===== src/rtl/muldiv_pkg.sv =====
// Shared definitions for the RV32M multiply/divide unit: funct3 encodings,
// controller state encoding and the funct7 value that selects the M extension.
package muldiv_pkg;

    // M-extension operation select (funct3)
    localparam logic [2:0] MD_MUL    = 3'b000;
    localparam logic [2:0] MD_MULH   = 3'b001;
    localparam logic [2:0] MD_MULHSU = 3'b010;
    localparam logic [2:0] MD_MULHU  = 3'b011;
    localparam logic [2:0] MD_DIV    = 3'b100;
    localparam logic [2:0] MD_DIVU   = 3'b101;
    localparam logic [2:0] MD_REM    = 3'b110;
    localparam logic [2:0] MD_REMU   = 3'b111;

    // funct7 that marks an OP instruction as M-extension (used by decode)
    localparam logic [6:0] FUNCT7_MEXT = 7'b0000001;

    typedef enum logic [1:0] {
        ST_IDLE  = 2'b00,
        ST_CALC  = 2'b01,
        ST_FINAL = 2'b10,
        ST_DONE  = 2'b11
    } md_state_e;

    // All divide/remainder encodings have funct3[2] set
    function automatic logic md_is_div(input logic [2:0] f3);
        return f3[2];
    endfunction

endpackage


===== src/rtl/muldiv_if.sv =====
// Request/response bundle between the execute-stage control and the
// multiply/divide sequencer.
interface muldiv_if #(
    parameter int XLEN = 32
);
    logic            start;
    logic            flush;
    logic [2:0]      funct3;
    logic [XLEN-1:0] rs1;
    logic [XLEN-1:0] rs2;
    logic            busy;
    logic            done;
    logic [XLEN-1:0] result;

    modport master (
        output start, flush, funct3, rs1, rs2,
        input  busy, done, result
    );

    modport slave (
        input  start, flush, funct3, rs1, rs2,
        output busy, done, result
    );
endinterface


===== src/rtl/muldiv_datapath.sv =====
// Iterative shift-add multiplier / restoring divider datapath. Operands are
// reduced to magnitudes at load; signs are re-applied in the finalize cycle.
module muldiv_datapath
    import muldiv_pkg::*;
#(
    parameter int XLEN = 32
) (
    input  logic            clk,
    input  logic            reset_n,
    input  logic            i_load,
    input  logic            i_step,
    input  logic            i_finalize,
    input  logic [2:0]      i_funct3,
    input  logic [XLEN-1:0] i_rs1,
    input  logic [XLEN-1:0] i_rs2,
    input  logic            i_dz,
    input  logic            i_ovf,
    output logic [XLEN-1:0] o_result
);

    // Multiply: r_hi = partial product high half, r_lo = multiplier shifting out.
    // Divide:   r_hi = partial remainder, r_lo = dividend shifting out / quotient in.
    logic [XLEN-1:0] r_hi;
    logic [XLEN-1:0] r_lo;
    logic [XLEN-1:0] r_opb;
    logic [2:0]      r_funct3;
    logic            r_neg_prod;
    logic            r_neg_quo;
    logic            r_neg_rem;
    logic            r_dz;
    logic            r_ovf;
    logic [XLEN-1:0] r_result;

    logic            w_a_signed;
    logic            w_b_signed;
    logic            w_sa;
    logic            w_sb;
    logic [XLEN-1:0] w_abs_a;
    logic [XLEN-1:0] w_abs_b;
    logic [XLEN:0]   w_mul_sum;
    logic [XLEN:0]   w_shift;
    logic [XLEN-1:0] w_trial;
    logic            w_ge;
    logic [2*XLEN-1:0] w_prod_fix;
    logic [XLEN-1:0] w_quo_fix;
    logic [XLEN-1:0] w_rem_fix;
    logic [XLEN-1:0] w_final;

    assign w_a_signed = (i_funct3 == MD_MUL) || (i_funct3 == MD_MULH) ||
                        (i_funct3 == MD_MULHSU) || (i_funct3 == MD_DIV) ||
                        (i_funct3 == MD_REM);
    assign w_b_signed = (i_funct3 == MD_MUL) || (i_funct3 == MD_MULH) ||
                        (i_funct3 == MD_DIV) || (i_funct3 == MD_REM);
    assign w_sa    = w_a_signed & i_rs1[XLEN-1];
    assign w_sb    = w_b_signed & i_rs2[XLEN-1];
    assign w_abs_a = w_sa ? ('0 - i_rs1) : i_rs1;
    assign w_abs_b = w_sb ? ('0 - i_rs2) : i_rs2;

    // Multiply step: conditional add, then shift the carry back into the pair
    assign w_mul_sum = {1'b0, r_hi} + (r_lo[0] ? {1'b0, r_opb} : '0);

    // Divide step: shift one dividend bit into the remainder, trial-subtract
    assign w_shift = {r_hi, r_lo[XLEN-1]};
    assign w_ge    = (w_shift >= {1'b0, r_opb});
    assign w_trial = w_shift[XLEN-1:0] - r_opb;

    assign w_prod_fix = r_neg_prod ? ('0 - {r_hi, r_lo}) : {r_hi, r_lo};
    assign w_quo_fix  = r_neg_quo  ? ('0 - r_lo) : r_lo;
    assign w_rem_fix  = r_neg_rem  ? ('0 - r_hi) : r_hi;

    // Select the architectural result and apply the divide special cases
    always_comb begin
        w_final = '0;
        case (r_funct3)
            MD_MUL:                       w_final = w_prod_fix[XLEN-1:0];
            MD_MULH, MD_MULHSU, MD_MULHU: w_final = w_prod_fix[2*XLEN-1:XLEN];
            MD_DIV, MD_DIVU: begin
                if (r_dz)
                    w_final = '1;
                else if (r_ovf)
                    w_final = {1'b1, {(XLEN-1){1'b0}}};
                else
                    w_final = w_quo_fix;
            end
            default: begin
                if (r_ovf)
                    w_final = '0;
                else
                    w_final = w_rem_fix;
            end
        endcase
    end

    // Operand load, per-cycle iteration and result capture
    always_ff @(posedge clk) begin
        if (!reset_n) begin
            r_hi       <= '0;
            r_lo       <= '0;
            r_opb      <= '0;
            r_funct3   <= MD_MUL;
            r_neg_prod <= 1'b0;
            r_neg_quo  <= 1'b0;
            r_neg_rem  <= 1'b0;
            r_dz       <= 1'b0;
            r_ovf      <= 1'b0;
            r_result   <= '0;
        end else if (i_load) begin
            r_funct3   <= i_funct3;
            r_neg_prod <= w_sa ^ w_sb;
            r_neg_quo  <= w_sa ^ w_sb;
            r_neg_rem  <= w_sa;
            r_dz       <= i_dz;
            r_ovf      <= i_ovf;
            if (md_is_div(i_funct3)) begin
                // On divide-by-zero the remainder is the dividend itself;
                // preloading it lets the normal sign fixup produce rs1.
                r_hi  <= i_dz ? w_abs_a : '0;
                r_lo  <= w_abs_a;
                r_opb <= w_abs_b;
            end else begin
                r_hi  <= '0;
                r_lo  <= w_abs_b;
                r_opb <= w_abs_a;
            end
        end else if (i_step) begin
            if (md_is_div(r_funct3)) begin
                r_hi <= w_ge ? w_trial : w_shift[XLEN-1:0];
                r_lo <= {r_lo[XLEN-2:0], w_ge};
            end else begin
                r_hi <= w_mul_sum[XLEN:1];
                r_lo <= {w_mul_sum[0], r_lo[XLEN-1:1]};
            end
        end else if (i_finalize) begin
            r_result <= w_final;
        end
    end

    assign o_result = r_result;

endmodule


===== src/rtl/muldiv_sequencer.sv =====
// Multi-cycle RV32M controller: accepts a request in IDLE, runs XLEN
// iterations (or skips them for the divide special cases), finalizes,
// pulses done, and holds busy for the whole operation.
module muldiv_sequencer
    import muldiv_pkg::*;
#(
    parameter int XLEN  = 32,
    parameter int CNT_W = $clog2(XLEN)
) (
    input  logic   clk,
    input  logic   reset_n,
    muldiv_if.slave bus
);

    md_state_e       r_state;
    logic [CNT_W-1:0] r_cnt;
    logic            r_busy;
    logic            r_done;

    logic            w_dz;
    logic            w_ovf;
    logic            w_load;
    logic            w_step;
    logic            w_finalize;
    logic [XLEN-1:0] w_result;

    // Divide special cases bypass the iteration loop
    assign w_dz  = md_is_div(bus.funct3) && (bus.rs2 == '0);
    assign w_ovf = ((bus.funct3 == MD_DIV) || (bus.funct3 == MD_REM)) &&
                   (bus.rs1 == {1'b1, {(XLEN-1){1'b0}}}) && (bus.rs2 == '1);

    // flush suppresses every datapath update, so a killed op leaves result intact
    assign w_load     = (r_state == ST_IDLE)  && bus.start && !bus.flush;
    assign w_step     = (r_state == ST_CALC)  && !bus.flush;
    assign w_finalize = (r_state == ST_FINAL) && !bus.flush;

    // Control FSM with registered busy/done
    always_ff @(posedge clk) begin
        if (!reset_n) begin
            r_state <= ST_IDLE;
            r_cnt   <= '0;
            r_busy  <= 1'b0;
            r_done  <= 1'b0;
        end else if (bus.flush) begin
            r_state <= ST_IDLE;
            r_cnt   <= '0;
            r_busy  <= 1'b0;
            r_done  <= 1'b0;
        end else begin
            case (r_state)
                ST_IDLE: begin
                    r_done <= 1'b0;
                    if (bus.start) begin
                        r_cnt   <= '0;
                        r_busy  <= 1'b1;
                        r_state <= (w_dz || w_ovf) ? ST_FINAL : ST_CALC;
                    end
                end
                ST_CALC: begin
                    r_cnt <= r_cnt + 1'b1;
                    if (r_cnt == CNT_W'(XLEN-1))
                        r_state <= ST_FINAL;
                end
                ST_FINAL: begin
                    r_done  <= 1'b1;
                    r_state <= ST_DONE;
                end
                default: begin
                    r_done  <= 1'b0;
                    r_busy  <= 1'b0;
                    r_state <= ST_IDLE;
                end
            endcase
        end
    end

    muldiv_datapath #(
        .XLEN(XLEN)
    ) u_datapath (
        .clk        (clk),
        .reset_n    (reset_n),
        .i_load     (w_load),
        .i_step     (w_step),
        .i_finalize (w_finalize),
        .i_funct3   (bus.funct3),
        .i_rs1      (bus.rs1),
        .i_rs2      (bus.rs2),
        .i_dz       (w_dz),
        .i_ovf      (w_ovf),
        .o_result   (w_result)
    );

    assign bus.busy   = r_busy;
    assign bus.done   = r_done;
    assign bus.result = w_result;

endmodule


===== src/flat_wrapper.sv =====
// flat-port wrapper written by rule: the top's interface ports become plain ports
module muldiv_sequencer_flat import muldiv_pkg::*;
#(
    parameter int XLEN  = 32,
    parameter int CNT_W = $clog2(XLEN)
)
  (clk, reset_n, bus_start, bus_flush, bus_funct3, bus_rs1, bus_rs2, bus_busy, bus_done, bus_result);
  muldiv_if #(.XLEN(XLEN)) bus_i ();
  input  logic clk;
  input  logic reset_n;
  input wire logic [$bits(bus_i.start)-1:0] bus_start;
  input wire logic [$bits(bus_i.flush)-1:0] bus_flush;
  input wire logic [$bits(bus_i.funct3)-1:0] bus_funct3;
  input wire logic [$bits(bus_i.rs1)-1:0] bus_rs1;
  input wire logic [$bits(bus_i.rs2)-1:0] bus_rs2;
  output wire logic [$bits(bus_i.busy)-1:0] bus_busy;
  output wire logic [$bits(bus_i.done)-1:0] bus_done;
  output wire logic [$bits(bus_i.result)-1:0] bus_result;
  assign bus_i.start = bus_start;
  assign bus_i.flush = bus_flush;
  assign bus_i.funct3 = bus_funct3;
  assign bus_i.rs1 = bus_rs1;
  assign bus_i.rs2 = bus_rs2;
  assign bus_busy = bus_i.busy;
  assign bus_done = bus_i.done;
  assign bus_result = bus_i.result;
  muldiv_sequencer #(.XLEN(XLEN), .CNT_W(CNT_W)) u_core (.clk(clk), .reset_n(reset_n), .bus(bus_i));
endmodule

===== config.mk =====
export PLATFORM = sky130hd
export DESIGN_NAME = muldiv_sequencer_flat
export DESIGN_NICKNAME = d
export VERILOG_FILES = /design/src/rtl/muldiv_pkg.sv /design/src/rtl/muldiv_if.sv /design/src/rtl/muldiv_datapath.sv /design/src/rtl/muldiv_sequencer.sv /design/src/flat_wrapper.sv
export SDC_FILE = /design/constraint.sdc
export NUM_CORES = 1
export LEC_CHECK = 0
export CORE_MARGIN = 2
export CORE_UTILIZATION = 60
export CTS_BUF_LIST = sky130_fd_sc_hd__clkbuf_16
export DETAILED_ROUTE_END_ITERATION = 6
export HOLD_SLACK_MARGIN = 0.1
export PLACE_DENSITY = 0.87
export REMOVE_ABC_BUFFERS = 1
export SLEW_MARGIN = 20
export SYNTH_ARGS = -nofsm -noshare
export SYNTH_HDL_FRONTEND = slang
export SYNTH_SLANG_ARGS = --single-unit

===== constraint.sdc =====
create_clock -name clk -period 8.01 [get_ports clk]
set_clock_uncertainty 0.2 [all_clocks]
set_input_delay 2.0025 -clock clk [delete_from_list [all_inputs] [get_ports clk]]
set_output_delay 2.0025 -clock clk [all_outputs]
set_load 0.05 [all_outputs]

=== Yosys cells after proc, flatten, opt, wreduce, memory -nomap -nowiden ===
Index checks and enable logic that the tools add are counted.
Widths: inputs -> output; s select.

* Bits in writable memories: 0
* Output and inout port bits: 34
* Latch bits: 0
* Bits in registers: 144
* Bits in read-only memories: 0
* Word-level logic and storage cells: 105
* Memories: 0

* Reduce and logical (&&, ||, !) cells: 30
* Divide/modulo/power cells: 0
* Shift operators: 0
* Multiply operators: 0
* Bitwise gates (word level): 7
* Equal/unequal tests: 16
* Multiplexer cells: 30
* Add/sub/neg operators: 8
* Order comparisons: 1

{| class="wikitable"
|+ Operators with widths
! operator !! count
|-
| $mux 32 || 19
|-
| $sub 1x32->32 const A || 4
|-
| $pmux 32 s3 || 1
|-
| $eq 32x32->1 const B || 2
|-
| $mux 64 || 1
|-
| $sub 1x64->64 const A || 1
|-
| $add 32x32->33 || 1
|-
| $ge 33x32->1 || 1
|-
| $logic_not 32->1 || 1
|-
| $sub 32x32->32 || 1
|-
| $eq 3x3->1 const B || 4
|-
| $pmux 5 s2 || 1
|-
| $eq 3x2->1 const B || 3
|-
| $logic_or 1x1->1 || 8
|-
| $logic_and 1x1->1 || 7
|-
| $eq 3x1->1 const B || 2
|-
| $logic_not 3->1 || 2
|-
| $mux 2 || 3
|-
| $pmux 2 s3 || 1
|-
| $reduce_and 2->1 || 3
|-
| $reduce_or 2->1 || 3
|-
| $add 5x1->5 const B || 1
|-
| $eq 5x5->1 const B || 1
|-
| $mux 5 || 1
|-
| 13 further kinds || 20
|}

=== Logic depth before layout (Yosys ltp) ===
Gate-level depths: netlist of the first run.

* Word-level depth: 10
* Mapped depth: 14

=== Cells and area by module ===
Synthesis of the first run repeated with hierarchy kept, for this count alone.

* Cell total of the unflattened synthesis: 2120
* Area, all modules: 15058.2 sq um

{| class="wikitable"
|+ By module, submodules not included
! module !! seq. area each (sq um) !! instances !! area each (sq um) !! cells each
|-
| muldiv_datapath || 2702.6 || 1 || 14288.7 || 2021
|-
| muldiv_sequencer || 180.2 || 1 || 769.5 || 99
|}

=== Least setup slack after synthesis of the first run ===
OpenSTA, ideal clock, no wires.

* Path type: input to register
* Start: input port bus_rs2[3]
* End: register u_core.u_datapath.r_lo[28]
* Arrival: 4.617 ns
* Data required time: 7.740 ns
* Cell stages on the path: 10
* Setup time: 0.070 ns
* Setup slack: 3.123 ns
* Buffers on the path: 1
* Cell sequence: or4_1 > or4_1 > clkbuf_1 > or4b_2 > o21ai_0 > xnor2_1 > nor2_1 > a211oi_1 > a21oi_1 > a21oi_1

* Word-level cells in the longest chain between the ends: 4

{| class="wikitable"
|+ Ends and longest elaborated chain
! item !! line !! text
|-
| from (decl) || flat_wrapper.sv:15 || <nowiki>input wire logic [$bits(bus_i.rs2)-1:0] bus_rs2;</nowiki>
|-
| $sub 1x32->32 || muldiv_datapath.sv:57 || <nowiki>assign w_abs_b = w_sb ? ('0 - i_rs2) : i_rs2;</nowiki>
|-
| $mux 32 || muldiv_datapath.sv:57 ||
|-
| $mux 32 || muldiv_datapath.sv:114 || <nowiki>if (md_is_div(i_funct3)) begin</nowiki>
|-
| $mux 32 || muldiv_datapath.sv:107 || <nowiki>end else if (i_load) begin</nowiki>
|-
| to (signal assigned) || muldiv_datapath.sv:118 || <nowiki>r_lo <= w_abs_a;</nowiki>
|-
| to (signal assigned) || muldiv_datapath.sv:122 || <nowiki>r_lo <= w_abs_b;</nowiki>
|-
| to (signal assigned) || muldiv_datapath.sv:128 || <nowiki>r_lo <= {r_lo[XLEN-2:0], w_ge};</nowiki>
|-
| to (decl) || muldiv_datapath.sv:24 || <nowiki>logic [XLEN-1:0] r_lo;</nowiki>
|}

Every way passes these cells.
A chain may end at the register's enable or synchronous reset.

=== Final worst setup path of the first run ===
* Start: input port bus_rs2[24]
* End: register u_core.u_datapath.r_hi[25]

* Word-level cells in the longest chain between the ends: 5

{| class="wikitable"
|+ Ends and longest elaborated chain
! item !! line !! text
|-
| $logic_not 32->1 || muldiv_sequencer.sv:28 || <nowiki>assign w_dz = md_is_div(bus.funct3) && (bus.rs2 == '0);</nowiki>
|-
| $logic_and 1x1->1 || muldiv_sequencer.sv:28 ||
|-
| $mux 32 || muldiv_datapath.sv:117 || <nowiki>r_hi <= i_dz ? w_abs_a : '0;</nowiki>
|-
| $mux 32 || muldiv_datapath.sv:114 ||
|-
| $mux 32 || muldiv_datapath.sv:107 ||
|-
| to (signal assigned) || muldiv_datapath.sv:117 ||
|-
| to (signal assigned) || muldiv_datapath.sv:127 || <nowiki>r_hi <= w_ge ? w_trial : w_shift[XLEN-1:0];</nowiki>
|-
| to (signal assigned) || muldiv_datapath.sv:130 || <nowiki>r_hi <= w_mul_sum[XLEN:1];</nowiki>
|-
| to (decl) || muldiv_datapath.sv:23 || <nowiki>logic [XLEN-1:0] r_hi;</nowiki>
|}

Every way passes these cells.

==> results_dict.tcl, run 1 <==
set metrics [dict create \
    status "finished with violations" \
    violations "design-rule violations" \
    dp_hpwl_um 39200 \
    min_period_ns 5.48 \
    area_growth_pct 10.9 \
    ioPinCount 105 \
    crit_buf_inv 1 \
    core_sq_um 24200 \
    antenna_found_initial 2 \
    cts_setup_buffers 0 \
    stdcell_count 2435 \
    placementRows 57 \
    power_density_nw_per_um2 165 \
    worst_slack_ns 2.53 \
    worstSetupStartpointType "input port" \
    fp.dieArea_sq_um 25900 \
    yosys.area.top_type "dfxtp_1" \
    cts_tree "built" \
    firstDrtPassIters 7 \
    tns_ns 0 \
    dr.first_iter.drc_count 2374 \
    ys_seq_area_share_pct 19.5 \
    fin_crit_sh_pct 68.4 \
    synth_edf_count 0 \
    hold_buffers 0 \
    cp_top_family "simple AND/OR/NAND/NOR gates" \
    vdd_drop_max_v 0.000145 \
    wirelength_um 52900 \
    syn-cell-area_sq_um 14800 \
    mostFrequentLayoutCells "o21ai_0 (236), nand2_1 (229), nor2_1 (203), a21oi_1 (168), dfxtp_1 (142)" \
    synthArstFlopShare_pct 0 \
    synth_area_leaders "dfxtp_1 (19%), o21ai_0 (8.0%), ha_1 (6.3%)" \
    htree_levels 4 \
    end_kind "flip-flop" \
    dp_cells 2402 \
    grt_pass1_vias 15218 \
    vias 16760 \
    drcViolationCount 3 \
    die_x_um 161 \
    cts_sinks 144 \
    wl_per_cell_um 21.7 \
    nNetsFinal 2245 \
    rsz0062_at_grt "no" \
    final_antenna_net_count 0 \
    path_max_fanout 25 \
    drive_above_1_share_pct 4.83 \
    synthCells 2113 \
    synth.distinct_cells 77 \
    multi_input_area_sq_um 11100 \
    root_buffer "clkbuf_16" \
    area.sequential_sq_um 2890 \
    min_from "u_core.bus.done$_SDFFE_PP0N_" \
    ctsResizeCount 0 \
    grt_max_degree 81 \
    power_leakage_nw 6.44 \
    synth-main-ff-cell "dfxtp_1" \
    yosysWarningCount 0 \
    yosysTopAreaCellShare_pct 19.5 \
    arrival_ns 5.64 \
    finalSetupViolCount 0 \
    track_usage_pct 39.3 \
    timing.critical_path.mode_cell "or4_1" \
    grt_pass1_wl_um 81000 \
    initial_core_util_pct 61.0 \
    pre_cts_ws_ns 2.08 \
    maxCapViolations 0 \
    nFillCells 2091 \
    clk_latency_ns 0.44 \
    r2r_start "u_core.u_datapath.r_hi[25]$_SDFFE_PN0N_" \
    worstMarginPinSlew_ns 1.08 \
    ys_ff_latch 144 \
    grt_overflow 0 \
    critPathSlowestCell "or4_1" \
    hold_class "reg2reg" \
    numPortBuffers 104 \
    layout_commonest_cell "o21ai_0" \
    path_class "in2reg" \
    ff2ff_setup_slack_ns 3.70 \
    gp_congestion 1.05 \
    finalHoldViolations 0 \
    clk_pin_slew_ns 0.07 \
    crit_start "bus_rs2[24]" \
    avgViaCountPerCell 6.88 \
    slowest_delay_ns 0.63 \
    maxSlewHeadroom_pct 27.8 \
    crit_chain "clkdlybuf4s50_1 > or4_1 > or3_1 > or4_1 > nor4_1 > nand2_1 > o21ai_0 > a221oi_1 > a31oi_1" \
    slew_violations 0 \
    clock_path_buffers 2 \
    required_ns 8.17 \
    fmax_ghz 0.183 \
    cts_made_buffers 17 \
    dieHeight_um 161 \
    syn_area_per_cell_sq_um 7.01 \
]
==> power by group <==
part	switching [W]	internal [W]
clock network	0.000364	0.000437
logic	0.000658	0.000402
registers	0.0000861	0.000755
total	0.00111	0.00159
==> through the flow <==
| stage | total power (W) | hold WS, ns | util, % | area (sq um) |
|---|---|---|---|---|
| after CTS | 0.00266 | 0.265 | 67.6 | 16400 |
| after global routing | 0.00281 | 0.283 | 67.7 | 16400 |
| after floorplan | 0.00154 | 0.241 | - | 14200 |
| final | 0.00270 | 0.264 | 67.7 | 16400 |
| after global placement | 0.00185 | 0.251 | 65.2 | 15800 |
| after detailed placement | 0.00187 | 0.256 | 65.2 | 15800 |
==> final timing paths <==
path / to / cells after the start
worst min register to register: u_core.bus.done$_SDFFE_PP0N_ / 2
worst max register to register: u_core.u_datapath.r_hi[31]$_SDFFE_PN0N_ / 11
worst max-delay path: u_core.u_datapath.r_hi[25]$_SDFFE_PN0N_ / 9
worst min-delay path: u_core.bus.done$_SDFFE_PP0N_ / 2
==> sequential cells by signal, indices dropped and copies added (netlist names) <==
name	cells
u_core.u_datapath.r_ovf	1
u_core.u_datapath.r_funct3	3
u_core.u_datapath.o_result	32
u_core.r_state	2
u_core.u_datapath.r_opb	32
u_core.bus.done	1
u_core.u_datapath.r_hi	32
u_core.bus.busy	1
u_core.r_cnt	5
u_core.u_datapath.r_neg_rem	1
u_core.u_datapath.r_dz	1
u_core.u_datapath.r_neg_quo	1
u_core.u_datapath.r_lo	32
==> synth_stat cells (14+ instances only) <==
cell type / number
or4_1: 19
ha_1: 75
o22ai_1: 16
a21o_1: 35
xor2_1: 104
nand3_1: 47
o31ai_1: 38
inv_1: 72
a21oi_1: 169
a21boi_0: 25
nor2_1: 205
or3_1: 21
nand2b_1: 20
o211ai_1: 23
nand2_1: 229
dfxtp_1: 144
o21ai_0: 236
nor4_1: 17
mux2i_1: 56
clkbuf_1: 140
xnor2_1: 88
nor3_1: 34
a211oi_1: 33
nand4_1: 21
a31oi_1: 26
and2_1: 14
==> worst register-to-register path, stage by stage (launching register included) <==
cell       delay (ns)
dfxtp_1          0.67
ha_1             0.40
nand4_1          0.21
nor3_1           0.40
nand4b_1         0.25
o311a_1          0.39
o21ai_1          0.23
a31oi_4          0.04
buf_4            0.32
and2_0           0.40
a2111oi_0        0.56
o21ai_0          0.12
==> kinds of logic after synthesis <==
kind of cell	count (synthesis)	share of synthesized area, %
DFF	144	19.5
adders and majority gates	77	6.61
buffers and inverters	232	6.05
muxes	67	4.62
xor gates and xnor gates	192	11.4
AOI/OAI and AO/OA	716	30.4
and+or+nand+nor	685	21.5
==> layer usage <==
layer / routed length [um] / part of all wire (%) / GRT usage (%) / up-vias
met5: 13 / 0.025 / 0 / -
met4: 3840 / 7.3 / 24.7 / 2
met3: 5480 / 10 / 8.12 / 244
met2: 22700 / 43 / 60.3 / 1188
met1: 20900 / 40 / 50.5 / 7735
li1: - / - / - / 7591
==> area by class of cell <==
| class | count | share of cell area (%) |
|---|---|---|
| tap | 324 | 2.47 |
| antenna | 1 | 0.0152 |
| inverter | 72 | 1.65 |
| multi-input combinational | 1737 | 67.5 |
| timing repair buffer | 125 | 7.26 |
| clock buffer | 17 | 2.59 |
| clock inverter | 15 | 0.892 |
| sequential | 144 | 17.6 |
Power figures use the tool's default switching activity.
==> run 2, diff against run 1 <==
--- a/config.mk
+++ b/config.mk
@@ -6,11 +6,11 @@
 export NUM_CORES = 1
 export LEC_CHECK = 0
 export CORE_MARGIN = 2
-export CORE_UTILIZATION = 60
+export CORE_UTILIZATION = 55
 export CTS_BUF_LIST = sky130_fd_sc_hd__clkbuf_16
 export DETAILED_ROUTE_END_ITERATION = 6
 export HOLD_SLACK_MARGIN = 0.1
-export PLACE_DENSITY = 0.87
+export PLACE_DENSITY = 0.84
 export REMOVE_ABC_BUFFERS = 1
 export SLEW_MARGIN = 20
 export SYNTH_ARGS = -nofsm -noshare
==> constraint.sdc (replaced) <==
create_clock -name clk -period 4.95 [get_ports clk]
set_clock_uncertainty 0.2 [all_clocks]
set_input_delay 1.2375 -clock clk [delete_from_list [all_inputs] [get_ports clk]]
set_output_delay 1.2375 -clock clk [all_outputs]
set_load 0.05 [all_outputs]
==> results_dict.tcl, run 2 (synthesis gave the netlist of run 1 again) <==
set metrics [dict create \
    power_frac_comb_pct 40.4 \
    wirelength_um 55100 \
    utilization_pct 63.1 \
    cts_made_buffers 17 \
    avgViaCountPerCell 6.59 \
    tns_ns 0 \
    core_sq_um 26700 \
    grt_pass1_wl_um 84100 \
    reg2reg_depth 13 \
    cts_sinks 144 \
    mostFrequentLayoutCells "o21ai_0 (236), nand2_1 (229), nor2_1 (203), a21oi_1 (168), dfxtp_1 (142)" \
    crit_start "bus_rs2[8]" \
    gp_congestion 1.04 \
    power.switching_w 0.00183 \
    dp_cells 2473 \
    vias 16504 \
    drcViolationCount 0 \
    die_x_um 168 \
    final_antenna_net_count 0 \
    status "finished, final reports clean" \
    power_w 0.00444 \
    placementRows 60 \
    worstMarginPinSlew_ns 1.07 \
    grt_overflow 0 \
    min_period_ns 4.35 \
    clock_path_buffers 2 \
    diodes 0 \
    end_kind "flip-flop" \
    clk_pin_slew_ns 0.07 \
    wl_per_cell_um 22.0 \
    finalSetupViolCount 0 \
    arrival_ns 4.50 \
    stdcell_count 2505 \
    slew_violations 0 \
    hold_buffers 0 \
    initial_core_util_pct 55.5 \
    path_class "in2reg" \
    cts_setup_buffers 0 \
    hold_class "reg2reg" \
    nFillCells 2516 \
    pwr-share-clk_pct 29.8 \
    antenna_found_initial 0 \
    fmax_ghz 0.230 \
    drive_above_1_share_pct 7.16 \
    nNetsFinal 2299 \
    dr.first_iter.drc_count 2122 \
    worst_slack_ns 0.599 \
    grt_pass1_vias 15417 \
    numPortBuffers 104 \
    fin_crit_sh_pct 87.9 \
    rsz0062_at_grt "no" \
    r2r_start "u_core.u_datapath.r_lo[0]$_SDFFE_PN0N_" \
    dp_hpwl_um 42300 \
    endpoint "u_core.u_datapath.r_opb[26]$_SDFFE_PN0P_" \
    power.internal_w 0.00261 \
    path_max_fanout 5 \
    power_leakage_nw 6.72 \
    maxSlewHeadroom_pct 28.7 \
    ctsResizeCount 0 \
    rr_endpoint "u_core.u_datapath.r_hi[31]$_SDFFE_PN0N_" \
    clk_latency_ns 0.44 \
    track_usage_pct 38.0 \
    grt_max_degree 66 \
    ff2ff_setup_slack_ns 0.70 \
    finalHoldViolations 0 \
    p_seq_share_pct 29.8 \
    power_density_nw_per_um2 264 \
    firstDrtPassIters 5 \
    htree_levels 4 \
    p_sw_share_pct 41.2 \
    worstSetupStartpointType "input port" \
    layout_commonest_cell "o21ai_0" \
    fp.dieArea_sq_um 28200 \
    dieHeight_um 168 \
    cts_tree "built" \
    vdd_drop_max_v 0.000208 \
    required_ns 5.10 \
    area_growth_pct 13.6 \
    ioPinCount 105 \
    maxCapViolations 0 \
    root_buffer "clkbuf_16" \
    pre_cts_ws_ns 0.203 \
]
run 2: cell types whose count changed in the layout (fill, tap and decap cells not counted), sizes merged:
cell	previous run	this run
buf	23	77
clkinv	3	4
clkinvlp	2	1
diode	1	0
run 2: worst max-delay path: stages:
cell and delay (ns):
clkdlybuf4s50_1 0.49, or4_1 0.66, or3_1 0.40, or4b_2 0.77
buf_4 0.19, o31ai_1 0.29, xnor2_1 0.18, a21oi_1 0.09
o21ai_0 0.18
run 2: cell type report:
type,instances,area (sq um),share of cell area (%)
Sequential cell,144,2890,17.2
Clock inverter,15,149,0.885
Inverter,72,270,1.61
Clock buffer,17,425,2.53
Tap cell,341,427,2.54
Multi-Input combinational cell,1737,11100,65.8
Timing Repair Buffer,179,1600,9.49
run 2: power by group through the flow:
stage / logic [W] / clock network, W / registers, W
6_report: 0.00179 / 0.00133 / 0.00132
3_5_place_dp: 0.00174 / 0 / 0.00135
3_3_place_gp: 0.00171 / 0 / 0.00134
2_1_floorplan: 0.00114 / 0 / 0.00134
4_1_cts: 0.00175 / 0.00132 / 0.00132
5_1_grt: 0.00194 / 0.00136 / 0.00133
run 2: how the worst min path moves through the flow:
stage / cells after the start / end / startpoint
final: 2 / u_core.u_datapath.r_opb[10]$_SDFFE_PN0P_ / u_core.u_datapath.r_opb[10]$_SDFFE_PN0P_
after global routing: 2 / u_core.u_datapath.r_opb[8]$_SDFFE_PN0P_ / u_core.u_datapath.r_opb[8]$_SDFFE_PN0P_
after CTS: 2 / u_core.u_datapath.r_opb[10]$_SDFFE_PN0P_ / u_core.u_datapath.r_opb[10]$_SDFFE_PN0P_
after detailed placement: 2 / u_core.u_datapath.r_opb[10]$_SDFFE_PN0P_ / u_core.u_datapath.r_opb[10]$_SDFFE_PN0P_
after global placement: 2 / u_core.u_datapath.r_opb[4]$_SDFFE_PN0P_ / u_core.u_datapath.r_opb[4]$_SDFFE_PN0P_
after floorplan: 2 / u_core.u_datapath.r_opb[10]$_SDFFE_PN0P_ / u_core.u_datapath.r_opb[10]$_SDFFE_PN0P_
run 2: routing by layer:
layer  vias up  routed length [um]  track usage [%]
met5         -                   0                0
met4         0                3250             20.9
met3       179                4650             5.71
met2       896               24300             60.3
met1      7741               22900             49.7
li1       7688                   -                -
run 2: through the flow:
step / hold slack, ns / instance area (sq um)
2_1_floorplan: 0.241 / 14200
3_3_place_gp: 0.251 / 16200
3_5_place_dp: 0.255 / 16200
4_1_cts: 0.265 / 16800
5_1_grt: 0.285 / 16800
6_report: 0.264 / 16800
